<file path="config.mk">
export PLATFORM = sky130hd
export DESIGN_NAME = lead_count_unit
export DESIGN_NICKNAME = d
export VERILOG_FILES = /design/src/rtl/lead_count_unit_pkg.sv /design/src/rtl/lead_count_unit_msb_chunk.sv /design/src/rtl/lead_count_unit.sv
export SDC_FILE = /design/constraint.sdc
export NUM_CORES = 1
export LEC_CHECK = 0
export BUFFER_PORTS_ARGS = -buffer_cell sky130_fd_sc_hd__buf_2
export CAP_MARGIN = 25
export CORE_MARGIN = 2
export CORE_UTILIZATION = 55
export DETAILED_ROUTE_END_ITERATION = 7
export GPL_ROUTABILITY_DRIVEN = 1
export PLACE_DENSITY_LB_ADDON = 0.15
export SLEW_MARGIN = 40
export SYNTH_ARGS = -nofsm -noshare
export SYNTH_HDL_FRONTEND = slang
export SYNTH_SLANG_ARGS = --single-unit
</file>
<file path="constraint.sdc">
create_clock -name clk -period 2 [get_ports clk]
set_clock_uncertainty 0.15 [all_clocks]
set_input_delay 0.2 -clock clk [delete_from_list [all_inputs] [get_ports clk]]
set_output_delay 0.2 -clock clk [all_outputs]
set_load 0.02 [all_outputs]
</file>
<file path="src/rtl/lead_count_unit_pkg.sv">
// =============================================================================
// lead_count_unit_pkg : shared ALU types for the leading-bit search unit
// Rev 1.0
// =============================================================================
`default_nettype none

package lead_count_unit_pkg;

   typedef enum logic [1:0] {
      LC_MSB = 2'b00,
      LC_CLZ = 2'b01,
      LC_CLO = 2'b10
   } lc_mode_t;

   typedef enum logic [1:0] {
      IDLE = 2'b00,
      SCAN = 2'b01,
      DONE = 2'b10
   } lc_state_t;

   // The reserved encoding 2'b11 behaves as an MSB-index request.
   function automatic lc_mode_t decode_mode(input logic [1:0] m);
      case (m)
         2'b01:   return LC_CLZ;
         2'b10:   return LC_CLO;
         default: return LC_MSB;
      endcase
   endfunction

endpackage

`default_nettype wire

</file>
<file path="src/rtl/lead_count_unit_msb_chunk.sv">
// =============================================================================
// msb_chunk : combinational priority encoder, highest set bit of one chunk
// Rev 1.0
// =============================================================================
`default_nettype none

module msb_chunk #(
   parameter  int CHUNK = 8,
   localparam int IW    = $clog2(CHUNK)
) (
   input  logic [CHUNK-1:0] chunk,
   output logic             hit,
   output logic [IW-1:0]    idx
);

   always_comb begin
      hit = |chunk;
      idx = '0;
      for (int i = 0; i < CHUNK; i++) begin
         if (chunk[i]) idx = IW'(i);
      end
   end

endmodule

`default_nettype wire

</file>
<file path="src/rtl/lead_count_unit.sv">
// =============================================================================
// lead_count_unit : multi-cycle MSB-index / CLZ / CLO search, CHUNK bits/cycle.
// Option macro LEAD_COUNT_EARLY_EXIT_EN: leave SCAN on the first hit.  Rev 1.0
// =============================================================================
`default_nettype none

module lead_count_unit
   import lead_count_unit_pkg::*;
#(
   parameter  int WIDTH = 32,
   parameter  int CHUNK = 8,
   localparam int CW    = $clog2(WIDTH) + 1
) (
   input  logic             clk,
   input  logic             reset,
   input  logic             in_valid,
   output logic             in_ready,
   input  logic [WIDTH-1:0] in_data,
   input  logic [1:0]       in_mode,
   output logic             out_valid,
   input  logic             out_ready,
   output logic [CW-1:0]    out_count,
   output logic             out_zero
);

   localparam int NCHUNK = WIDTH / CHUNK;
   localparam int IW     = $clog2(CHUNK);
   localparam int KW     = (NCHUNK > 1) ? $clog2(NCHUNK) : 1;

   generate
      if ((CHUNK < 2) || ((CHUNK & (CHUNK - 1)) != 0) || ((WIDTH % CHUNK) != 0)) begin : g_bad_params
         $error("lead_count_unit: WIDTH must be a multiple of CHUNK, CHUNK a power of two >= 2");
      end
   endgenerate

   lc_state_t        state, next_state;
   lc_mode_t         mode, in_mode_dec;
   logic [WIDTH-1:0] opnd;
   logic [KW-1:0]    k;
   logic [CW-1:0]    count_q;
   logic             zero_q;

   logic             accept, last_chunk, scan_end;
   logic             chunk_hit;
   logic [IW-1:0]    chunk_idx;
   logic [CW-1:0]    pos, hit_count, miss_count, final_count;
   logic             final_zero;

   assign in_mode_dec = decode_mode(in_mode);
   assign accept      = in_valid && in_ready;
   assign last_chunk  = (k == '0);

   // The operand shifts left each miss, so the chunk under test is always the top one.
   msb_chunk #(.CHUNK(CHUNK)) u_msb_chunk (
      .chunk (opnd[WIDTH-1 -: CHUNK]),
      .hit   (chunk_hit),
      .idx   (chunk_idx)
   );

   assign pos        = CW'(k) * CW'(CHUNK) + CW'(chunk_idx);
   assign hit_count  = (mode == LC_MSB) ? pos : (CW'(WIDTH - 1) - pos);
   assign miss_count = (mode == LC_MSB) ? '0  : CW'(WIDTH);

`ifdef LEAD_COUNT_EARLY_EXIT_EN
   assign scan_end    = chunk_hit || last_chunk;
   assign final_count = chunk_hit ? hit_count : miss_count;
   assign final_zero  = !chunk_hit;
`else
   logic          found;
   logic [CW-1:0] saved_count;

   // Scanning always runs to chunk 0; only the first (highest) hit is kept.
   assign scan_end    = last_chunk;
   assign final_count = found ? saved_count : (chunk_hit ? hit_count : miss_count);
   assign final_zero  = !found && !chunk_hit;

   always_ff @(posedge clk) begin
      if (reset) begin
         found       <= 1'b0;
         saved_count <= '0;
      end else if (state == IDLE) begin
         found       <= 1'b0;
      end else if ((state == SCAN) && chunk_hit && !found) begin
         found       <= 1'b1;
         saved_count <= hit_count;
      end
   end
`endif

   always_ff @(posedge clk) begin
      if (reset) state <= IDLE;
      else       state <= next_state;
   end

   always_comb begin
      next_state = state;
      case (state)
         IDLE:    if (accept)    next_state = SCAN;
         SCAN:    if (scan_end)  next_state = DONE;
         DONE:    if (out_ready) next_state = IDLE;
         default:                next_state = IDLE;
      endcase
   end

   always_comb begin
      in_ready  = (state == IDLE) && !reset;
      out_valid = (state == DONE);
   end

   always_ff @(posedge clk) begin
      if (reset) begin
         opnd    <= '0;
         mode    <= LC_MSB;
         k       <= KW'(NCHUNK - 1);
         count_q <= '0;
         zero_q  <= 1'b0;
      end else begin
         case (state)
            IDLE: begin
               if (accept) begin
                  // CLO searches for the first 0, i.e. the first 1 of the inverse.
                  opnd <= (in_mode_dec == LC_CLO) ? ~in_data : in_data;
                  mode <= in_mode_dec;
                  k    <= KW'(NCHUNK - 1);
               end
            end
            SCAN: begin
               if (scan_end) begin
                  count_q <= final_count;
                  zero_q  <= final_zero;
               end else begin
                  k    <= k - KW'(1);
                  opnd <= opnd << CHUNK;
               end
            end
            default: ;
         endcase
      end
   end

   assign out_count = count_q;
   assign out_zero  = zero_q;

endmodule

`default_nettype wire
</file>
==> results.sh <==
export IMPL_status="complete, no violations"
export IMPL_crit_type="reg2reg"
export IMPL_seq_area_um2=1020
export IMPL_timing_rr_start="opnd[29]"
export IMPL_clock_latency_ns=0.30
export IMPL_holdWs_ns=0.0196
export IMPL_coreArea_um2=4410
export IMPL_layout_common_cells="nor2_1 (51), dfxtp_1 (50), buf_2 (46), a21oi_1 (31), xor2_1 (25)"
export IMPL_synth_area_um2=2570
export IMPL_numCtsBuffers=5
export IMPL_drt_wl_total_um=5970
export IMPL_drv_slew=0
export IMPL_worstSetupStartpoint="opnd[29]"
export IMPL_ant_nets=0
export IMPL_dr_pass1_iters=5
export IMPL_rsz0062_at_grt="false"
export IMPL_ff2ff_setup_slack_ns=0.15
export IMPL_fmax_mhz=540
export IMPL_post_route_min_period_ns=1.85
export IMPL_p_comb_share_pct=22.1
export IMPL_track_usage_pct=24.0
export IMPL_dieWidth_um=72.3
export IMPL_end_kind="flip-flop"
export IMPL_finalCritPeriodShare_pct=92.7
export IMPL_rr_endpoint="out_count[5]"
export IMPL_grt_pass1_vias=2118
export IMPL_io_buffers=46
export IMPL_ff2ff_path_depth=4
export IMPL_finalSetupViolCount=0
export IMPL_yosysTopAreaCell="dfxtp_1"
export IMPL_synth_edf_count=0
export IMPL_intPower_w=0.00170
export IMPL_ys_types=43
export IMPL_detailed_place_hpwl_um=4210
export IMPL_seq_power_share_pct=48.5
export IMPL_synth_flop_cell="dfxtp_1"
export IMPL_crit_path_max_fanout=8
export IMPL_yosys_warnings=0
export IMPL_cts_sinks=51
export IMPL_clkPwrFrac_pct=29.4
export IMPL_postSynth_asyncResetShare_pct=0
export IMPL_syn_area_per_cell_um2=8.55
export IMPL_gp_congestion=0.830
export IMPL_htreeDepth=2
export IMPL_swShare_pct=28.2
export IMPL_hold_viol_final=0
export IMPL_antenna_found_initial=0
export IMPL_drc_errors=0
export IMPL_die_area_um2=5230
export IMPL_layout_drive_gt1_share_pct=22.9
export IMPL_synth_seq_cells=51
export IMPL_worstPathRequired_ns=2.09
export IMPL_fin_nets=388
export IMPL_cp_arrival_ns=1.94
export IMPL_grt_max_degree=49
export IMPL_slew_headroom_pct=55.9
export IMPL_n_fill_cell=372
export IMPL_multi_input_area_um2=1430
export IMPL_crit_path_start_kind="flip-flop"
export IMPL_row_count=24
export IMPL_tightest_slew_ns=0.661
export IMPL_wire_per_inst_um=14.9
export IMPL_die_y_um=72.3
export IMPL_ys_top_cells_by_area="dfxtp_1 (40%), xor2_1 (8.5%), nor2_1 (7.6%)"
export IMPL_root_buffer="clkbuf_8"
export IMPL_clkTransAtPathRegs_ns=0.09
export IMPL_gr_total_overflow=0
export IMPL_cts_tree="yes"
export IMPL_cts_path_max_buffers=2
export IMPL_vdd_drop_max_mv=0.543
export IMPL_synthCells=300
export IMPL_initial_core_util_pct=58.1
export IMPL_final_common_cell="nor2_1"
export IMPL_maxCapViolCount=0
export IMPL_vias_per_cell=5.70
export IMPL_syn_nets=339
export IMPL_grt_pass1_wl_um=9870
export IMPL_area_growth_syn_to_layout_pct=18.8
export IMPL_yosysSeqAreaShare_pct=39.8
export IMPL_power_density_nw_per_um2=778
export IMPL_leakage_nw=1.31
export IMPL_drtIter0Drc=187
export IMPL_antenna_cells=0
export IMPL_cts_setup_buffers=0
export IMPL_num_vias=2285
export IMPL_p_sw_w=0.000669
export IMPL_cp_endpoint="out_count[5]"
export IMPL_io_pins=47
export IMPL_synth_top_area_share_pct=39.8
export IMPL_finalPower_w=0.00237
export IMPL_hp_class="in2reg"
==> worst max-delay path, stage by stage, from the launching register on <==
cell and delay, ns:
dfxtp_1 0.41, nor4_4 0.46, nand2_2 0.08, or4_1 0.53, a21oi_1 0.16
==> layout make-up <==
| type | instances | share of cell area (%) |
|---|---|---|
| clock buffers | 6 | 2.38 |
| clock inverters | 1 | 0.985 |
| inverters | 7 | 0.862 |
| multi-input cells | 220 | 46.8 |
| flip-flops and latches | 51 | 33.5 |
| well taps | 52 | 2.13 |
| repair buffers | 64 | 13.3 |
==> power groups by stage <==
stage          Combinational, W  Clock (W)  Sequential (W)
2_1_floorplan          0.000368          0         0.00115
3_3_place_gp           0.000503          0         0.00117
3_5_place_dp           0.000516          0         0.00117
4_1_cts                0.000523   0.000705         0.00115
5_1_grt                0.000587   0.000746         0.00116
6_report               0.000525   0.000697         0.00115
==> worst min-delay path by stage <==
| stage | start | endpoint | slack, ns | cells past startpoint |
|---|---|---|---|---|
| final | in_mode[0] | mode[0] | 0.02 | 3 |
| after global routing | in_mode[0] | mode[0] | 0.04 | 3 |
| after detailed placement | out_count[5] | out_count[5] | 0.30 | 2 |
| after global placement | out_count[5] | out_count[5] | 0.29 | 2 |
| after CTS | in_mode[0] | mode[0] | 0.02 | 3 |
| after floorplan | in_mode[0] | mode[0] | 0.22 | 2 |
==> routing by layer <==
metal	global-route usage [%]	wire length, um
met5	0	0
met4	8.18	104
met1	32.5	2710
met2	38.4	2770
met3	4.86	392
==> sequential cells by signal, summed over array words and instances, names as in the netlist <==
signal and flops:
out_count 6, state 2, mode 2, out_zero 1
found 1, opnd 32, k 2, saved_count 5
==> stage by stage <==
stage	worst slack [ns]	TNS (ns)	area (um2)	util, %	instances
final	0.147	0	3050	69.1	401
after global routing	0.0223	0	3050	69.1	401
after CTS	0.0669	0	3040	69.0	401
after global placement	-0.0767	-1.16	2930	66.4	393
after floorplan	0.223	0	2570	-	300
after detailed placement	0.101	0	2930	66.4	393
==> synthesized netlist by cell type, types with 2 or more instances <==
cell type and n:
buf_2 8, or4_1 2, o21ai_0 3, nor3_1 5, nor2_1 52, dfxtp_1 51
a221oi_1 3, a211o_1 8, nand2_1 12, inv_1 7, xor2_1 25, nand2b_1 6
nor4_1 3, a22oi_1 8, a21oi_1 31, a211oi_1 5, nand3b_1 2, nor3b_1 4
xnor2_1 11, mux2i_1 3, a22o_1 16, nor2b_1 3, clkbuf_1 12
==> logic make-up after synthesis <==
family,after synthesis,share of synthesized area [%]
xor+xnor,36,12.3
simple gates,95,17.9
buf+inv,29,4.92
flops,51,39.8
mux,3,1.17
compound gates,85,23.4
fa+ha+maj,1,0.487
==> timing repair <==
action                     4_1_cts  5_1_grt
hold buffers                     1        0
hold endpoints to repair         1        0
setup endpoints to repair        0       18
resized for setup                0        2
No activity file was read; power rests on OpenSTA's default activity.
